## src/rtl/pipeline_ctrl_pkg.sv

```systemverilog
// Shared constants and types for the core's stall/flush scheduler.
// Holds the RV32 opcodes the scheduler decodes and the next-PC select encodings.
package pipeline_ctrl_pkg;

   localparam logic [6:0] OPC_LOAD   = 7'b0000011;
   localparam logic [6:0] OPC_OP_IMM = 7'b0010011;
   localparam logic [6:0] OPC_STORE  = 7'b0100011;
   localparam logic [6:0] OPC_OP     = 7'b0110011;
   localparam logic [6:0] OPC_BRANCH = 7'b1100011;
   localparam logic [6:0] OPC_JALR   = 7'b1100111;
   localparam logic [6:0] OPC_JAL    = 7'b1101111;

   localparam logic [1:0] REDIRECT_PC4 = 2'd0;
   localparam logic [1:0] REDIRECT_ID  = 2'd1;
   localparam logic [1:0] REDIRECT_EX  = 2'd2;

   typedef enum logic {
      MODE_RUN    = 1'b0,
      MODE_FREEZE = 1'b1
   } mode_e;

   // One cycle's worth of pipeline controls, produced as a unit so they stay consistent.
   typedef struct packed {
      logic       pipe_freeze;
      logic       pc_stall;
      logic       id_stall;
      logic       ex_bubble;
      logic [1:0] redirect_sel;
      logic       set_flush;
      logic       redirect;
   } ctrl_t;

   function automatic logic reads_reg(input logic uses, input logic [4:0] rs,
                                      input logic [4:0] rd);
      return uses && (rs == rd);
   endfunction

endpackage

```

## src/rtl/pipeline_ctrl_event_counter.sv

```systemverilog
// Free-running wrapping event counter with enable; async active-high reset.
module event_counter
#(
   parameter int CNT_W = 32
)
(
   input  logic             clk,
   input  logic             rst,
   input  logic             en,
   output logic [CNT_W-1:0] count
);

   always_ff @(posedge clk or posedge rst) begin
      if (rst)
         count <= '0;
      else if (en)
         count <= count + 1'b1;
   end

endmodule

```

## src/rtl/pipeline_ctrl.sv

```systemverilog
// Stall/flush scheduler for the 4-stage core: arbitrates memory freezes, EX branches,
// load-use hazards and ID jumps into one set of hold/flush/bubble/PC-select controls.
module pipeline_ctrl
   import pipeline_ctrl_pkg::*;
#(
   parameter int CNT_W = 32
)
(
   input  logic             clk,
   input  logic             rst,
   input  logic [6:0]       id_opcode,
   input  logic [4:0]       id_rs1,
   input  logic [4:0]       id_rs2,
   input  logic             id_uses_rs1,
   input  logic             id_uses_rs2,
   input  logic [6:0]       ex_opcode,
   input  logic [4:0]       ex_rd,
   input  logic             ex_branch_taken,
   input  logic             mem_busy,
   output logic             pipe_freeze,
   output logic             pc_stall,
   output logic             id_stall,
   output logic             id_flush,
   output logic             ex_bubble,
   output logic [1:0]       redirect_sel,
   output logic [CNT_W-1:0] stall_cycles,
   output logic [CNT_W-1:0] redirect_count
);

   mode_e mode;
   logic  flush_pending;
   logic  id_valid;
   logic  load_use;
   logic  id_jump;
   ctrl_t ctrl;

   // The word in ID right after a redirect (or reset) is wrong-path; its hazards are ignored.
   assign id_valid = !flush_pending;

   assign load_use = (ex_opcode == OPC_LOAD) && (ex_rd != 5'd0) && id_valid &&
                     (reads_reg(id_uses_rs1, id_rs1, ex_rd) ||
                      reads_reg(id_uses_rs2, id_rs2, ex_rd));

   assign id_jump = ((id_opcode == OPC_JAL) || (id_opcode == OPC_JALR)) && id_valid;

   always_comb begin
      ctrl = '0;
      ctrl.redirect_sel = REDIRECT_PC4;
      if (rst) begin
         ctrl.pc_stall  = 1'b1;
         ctrl.ex_bubble = 1'b1;
      end else if (mem_busy) begin
         ctrl.pipe_freeze = 1'b1;
         ctrl.pc_stall    = 1'b1;
         ctrl.id_stall    = 1'b1;
      end else if (ex_branch_taken) begin
         ctrl.redirect_sel = REDIRECT_EX;
         ctrl.ex_bubble    = 1'b1;
         ctrl.set_flush    = 1'b1;
         ctrl.redirect     = 1'b1;
      end else if (load_use) begin
         ctrl.pc_stall  = 1'b1;
         ctrl.id_stall  = 1'b1;
         ctrl.ex_bubble = 1'b1;
      end else if (id_jump) begin
         ctrl.redirect_sel = REDIRECT_ID;
         ctrl.set_flush    = 1'b1;
         ctrl.redirect     = 1'b1;
      end
   end

   // A freeze holds flush_pending so the kill lands on the first non-frozen cycle.
   always_ff @(posedge clk or posedge rst) begin
      if (rst) begin
         mode          <= MODE_RUN;
         flush_pending <= 1'b1;
      end else begin
         case (mode)
            MODE_RUN:    if (mem_busy)  mode <= MODE_FREEZE;
            MODE_FREEZE: if (!mem_busy) mode <= MODE_RUN;
            default:     mode <= MODE_RUN;
         endcase
         if (!mem_busy)
            flush_pending <= ctrl.set_flush;
      end
   end

   assign pipe_freeze  = ctrl.pipe_freeze;
   assign pc_stall     = ctrl.pc_stall;
   assign id_stall     = ctrl.id_stall;
   assign ex_bubble    = ctrl.ex_bubble;
   assign redirect_sel = ctrl.redirect_sel;
   assign id_flush     = flush_pending;

   event_counter #(.CNT_W(CNT_W)) u_stall_cnt (
      .clk   (clk),
      .rst   (rst),
      .en    (ctrl.pc_stall),
      .count (stall_cycles)
   );

   event_counter #(.CNT_W(CNT_W)) u_redirect_cnt (
      .clk   (clk),
      .rst   (rst),
      .en    (ctrl.redirect),
      .count (redirect_count)
   );

endmodule

```

## config.mk

```make
export PLATFORM = sky130hd
export DESIGN_NAME = pipeline_ctrl
export DESIGN_NICKNAME = d
export VERILOG_FILES = /design/src/rtl/pipeline_ctrl_pkg.sv /design/src/rtl/pipeline_ctrl_event_counter.sv /design/src/rtl/pipeline_ctrl.sv
export SDC_FILE = /design/constraint.sdc
export NUM_CORES = 1
export LEC_CHECK = 0
export BUFFER_PORTS_ARGS = -buffer_cell sky130_fd_sc_hd__buf_2
export CORE_AREA = 2 2 83 85
export DETAILED_ROUTE_END_ITERATION = 10
export DIE_AREA = 0 0 85 87
export HOLD_SLACK_MARGIN = 0.1
export PLACE_DENSITY = 0.79
export SLEW_MARGIN = 20
export SYNTH_ARGS = -nofsm -noshare
export SYNTH_HDL_FRONTEND = slang
export SYNTH_SLANG_ARGS = --single-unit
```

## constraint.sdc

```tcl
create_clock -name clk -period 2.5 [get_ports clk]
set_input_delay 0.375 -clock clk [delete_from_list [all_inputs] [get_ports clk]]
set_output_delay 0.375 -clock clk [all_outputs]
set_load 0.05 [all_outputs]
```

[Word-level counts from Yosys, hierarchy flattened]
Index checks and enable logic that the tools add are counted.
Word-level totals
  register bits after elaboration: 65
  input port bits: 35
  output and inout bits: 71
  word-level logic and storage cells: 33
Operators by class
  add/sub/neg operators: 2
  equal/unequal tests: 5
  mux-type cells: 13
  reduce and logical (&&, ||, !) cells: 10
Operators with widths (count)
  adder 32 x 1 -> 32 bit (second input constant): 2
  equality test 7 bit (second input constant): 2
  equality test 5 bit: 2
  two-way mux 5 bit: 2
  two-way mux 4 bit: 2
  equality test 7 x 2 -> 1 bit (second input constant): 1
  logical AND 1 bit: 6
  two-way mux 3 bit: 2
  two-way mux 1 bit: 5
  nonzero test 5 bit: 1
  two-way mux 2 bit: 2
  logical OR 1 bit: 2
  zero test 1 bit: 1

[Depth between registers and ports, before layout]
  word-level depth: 8
  depth in mapped cells: 8
  mapped depth without buffers: 7

[Cells and area by module]
A second synthesis with hierarchy kept.
Second synthesis, totals
  cells, all modules: 291
  area total of the unflattened synthesis: 3343.2 µm²
Modules (own cells, without submodules)
  event_counter: times used 2, cells each 126, area an instance 1510.2 µm², seq. area each 800.8 µm²
  pipeline_ctrl: times used 1, cells each 39, area an instance 322.8 µm², seq. area each 26.3 µm²

[Worst setup path after synthesis]
No wires, ideal clock.
  path kind: input port to output port
  from: input rst
  to: output ex_bubble
  data arrival time: 2912 ps
  required time: 2125 ps
  slack: -787 ps
  cell stages on the path: 2
  path buffers: 0
  cell sequence: inv_1 -> o21ai_0
Between the ends
  longest elaborated chain between the ends: 1
Ends and longest elaborated chain
  start, declared: RTL line pipeline_ctrl.sv:10  | input logic rst,
  two-way mux 1 bit: RTL line pipeline_ctrl.sv:49  | if (rst) begin
  end, declared: RTL line pipeline_ctrl.sv:24  | output logic ex_bubble,
Every way passes these cells.

[Worst setup path in the final report]
  from: input ex_rd[1]
  to: output redirect_sel[0]
Between the ends
  longest elaborated chain between the ends: 8
  elaborated cells on any way between the ends: 13
  those cells by class: eq/ne (2); mux (4); reduce/logical (7)
Ends and longest elaborated chain
  start, declared: RTL line pipeline_ctrl.sv:17  | input logic [4:0] ex_rd,
  equality test 5 bit or nonzero test 5 bit (tied branches): RTL line pipeline_ctrl_pkg.sv:35, pipeline_ctrl.sv:40
  logical AND 1 bit (on tied branches): RTL line pipeline_ctrl_pkg.sv:35, pipeline_ctrl.sv:40
  logical OR 1 bit or logical AND 1 bit (tied branches): RTL line pipeline_ctrl.sv:41, pipeline_ctrl.sv:40
  logical AND 1 bit *: RTL line pipeline_ctrl.sv:40  | assign load_use = (ex_opcode == OPC_LOAD) && (ex_rd != 5'd0) && id_valid &&
  two-way mux 4 bit *: RTL line pipeline_ctrl.sv:61  | end else if (load_use) begin
  two-way mux 5 bit *: RTL line pipeline_ctrl.sv:56  | end else if (ex_branch_taken) begin
  two-way mux 5 bit *: RTL line pipeline_ctrl.sv:52  | end else if (mem_busy) begin
  two-way mux 4 bit *: RTL line pipeline_ctrl.sv:49
  end, declared: RTL line pipeline_ctrl.sv:25  | output logic [1:0] redirect_sel,
Mark *: on every way between the ends. The rest lies on a longest branch, timed or not.

==> flow_summary.yaml <==
status:
  status: "finished clean"
clock_network:
  cts_buffers: 9
  path_clk_slew_ns: 0.06
  cts_root_buf: "clkbuf_8"
  post-cts-setup-buffer-count: 0
  clkLatencyLatePin_ns: 0.33
  tritoncts: "built"
  cts_max_level: 3
  cts_sinks: 65
  clockBufferDepth: 2
grt:
  grt_start_max_net_pins: 66
  grt_pass1_vias: 2717
  grt_pass1_wl_um: 12400
  grt.overflow.total: 0
  grt_use_total_pct: 21.1
  antenna_found_initial: 0
die:
  io_pins: 106
  core_um2: 6570
  die_area_um2: 7400
  fp.dieH_um: 87
  dieWidth_um: 85
  num_rows: 30
  start_util_pct: 49.3
critical_path:
  ff2ff_setup_slack_ns: 0.43
  path_cells: "buf_2 -> or4_1 -> o211ai_2 -> and2b_1 -> nor2_1 -> and3_1 -> buf_2"
  end_kind: "output pin"
  crit_fanout: 3
  critical_path.max_stage_delay_ns: 0.54
  crit_type: "primary input to output pin"
  timing.critical_path.from_type: "primary input"
  crit_arrival_ns: 2.01
  path_common_cell: "buf_2"
  slowest_stage: "or4_1"
  critical_path_required_ns: 2.12
synth:
  async_flop_share_pct: 100
  synth_common_cells: "dfrtp_1 (64), xnor2_1 (52), nand2_1 (30)"
  ys_ff_latch: 65
  ys_top_cells_by_area: "dfrtp_1 (49%), xnor2_1 (14%), nand4_1 (5.4%), xor2_1 (5.1%), nand3_1 (3.9%)"
  yosys_warnings: 0
  synthesis.nets: 351
  synth_edf_count: 0
  avgSynthCellArea_um2: 10.3
  synth_top_area_share_pct: 49.4
  syn_area_um2: 3240
  syn_inst: 314
  yosysTopAreaCell: "dfrtp_1"
  ys_seq_area_share_pct: 50.2
  synth_cell_types: 40
  synth_most_common_cell: "dfrtp_1"
  synthFlopType: "dfrtp_1"
place:
  hpwl_um: 5650
  port_buffers: 104
  place_inst: 503
  finalWeightedCongestion: 0.854
timing:
  period_minus_slack_ns: 2.38
  tns_ns: 0
  fmax_ghz: 0.420
  report.final.setup_viol: 0
  period_share_pct: 95.2
  rsz0062_at_grt: "false"
  hold_viol: 0
  slew-limit-headroom_pct: 46.4
  drv_slew: 0
  tightestPinTransition_ns: 0.804
  fin_skew_ns: 0.00778
  hold_ws_ns: 0.291
detailed_routing:
  drc: 0
  vias_per_cell: 5.38
  via_count: 2793
  routed_wl_um: 7610
  drtAntennaViolNets: 0
  dr.first_iter.drc_count: 120
  wl_per_cell_um: 14.7
  drt_pass1_iterations: 4
layout:
  diodes: 0
  fill_cells: 555
  seq_area_um2: 1630
  multi_input_area_um2: 1580
  fin_util_pct: 62.6
  area_growth_pct: 26.8
  finalNetCount: 471
  layout-drive-gt1-share_pct: 33.0
  instances_no_fill: 519
power_and_ir_drop:
  vdd_drop_max_v: 0.000687
  p_leak_nw: 1.98
  power_density_nw_per_um2: 705
worst_hold_path:
  hold_path.class: "primary input to flip-flop"
job:
  max_cap_violations: 0
==> kinds of logic after synthesis <==
| group | count (synthesis) | synth area share [%] |
|---|---|---|
| flip-flops | 65 | 50.2 |
| buffers and inverters | 11 | 1.39 |
| XOR/XNOR | 72 | 19.7 |
| adder cells (fa/ha/maj) | 2 | 0.772 |
| AO/OA/AOI/OAI | 9 | 2.09 |
| AND/OR/NAND/NOR | 155 | 25.8 |
==> power breakdown <==
group          switching, mW  total [mW]  internal (mW)
logic                  0.593       0.827          0.234
clock network          0.378       0.788          0.410
registers              0.128        1.28           1.16
total                   1.10        2.90           1.80
==> registers in the layout (all words and copies together), names as in the netlist <==
register              count
id_flush                  1
u_stall_cnt.count        32
u_redirect_cnt.count     32
==> through the flow <==
step                      cell area (µm²)  power [mW]  setup WS [ns]
after CTS                            4100        2.92         0.0692
after floorplan                      3250        1.89          0.212
after detailed placement             3930        2.13          0.110
after global placement               3930        2.11          0.122
final                                4110        2.90          0.119
after global routing                 4110        3.03         0.0217
==> cells in the final DEF (no fill, tap or decap), types with 2 or more instances in the layout <==
cell	instances
and2_1	5
clkbuf_8	11
buf_2	104
xnor2_1	52
nor2_1	16
ha_1	2
nor3_1	12
and3_1	10
nand2_1	30
clkinv_2	3
or2_2	4
nor2b_1	2
nand3_1	25
nand4_1	28
buf_4	12
nor4_2	2
inv_1	2
nor4_1	9
and4_1	2
dfrtp_1	64
xor2_1	19
clkbuf_1	2
==> layer usage <==
metal  global-route usage, %  vias to the layer above  part of all wire [%]
met1                    27.5                     1347                    44
met2                    33.6                       93                    48
met5                       0                        -                     0
li1                        -                     1342                     -
met3                    5.21                       11                   6.6
met4                    9.09                        0                   1.6
==> worst max-delay path: cells and delay by family <==
kind            cells  cell delay, ns
simple gates        4            1.03
compound gates      1            0.22
buf+inv             2            0.37
==> area by class of cell <==
type	count	area share, %
clock inverters	3	0.365
repair buffers	116	14.9
flip-flops and latches	65	39.6
inverters	4	0.457
multi-input cells	238	38.4
well taps	80	2.44
clock buffers	13	3.87
==> what timing repair did <==
action,4_1_cts,5_1_grt
endpoints found under the setup margin,0,2
endpoints found under the hold margin,0,0
hold buffers,0,0
gates resized for setup,0,1
==> final timing paths <==
kind | start | endpoint | cells after the start
min in group asynchronous | rst | u_redirect_cnt.count[9] | 3
max in group asynchronous | rst | u_redirect_cnt.count[14] | 3
worst min register to register | u_stall_cnt.count[31] | u_stall_cnt.count[31] | 1
worst min-delay path | mem_busy | id_flush | 3
worst max-delay path | ex_rd[1] | redirect_sel[0] | 7
worst max register to register | u_stall_cnt.count[0] | u_stall_cnt.count[24] | 9
(Power assumes the default switching activity.)
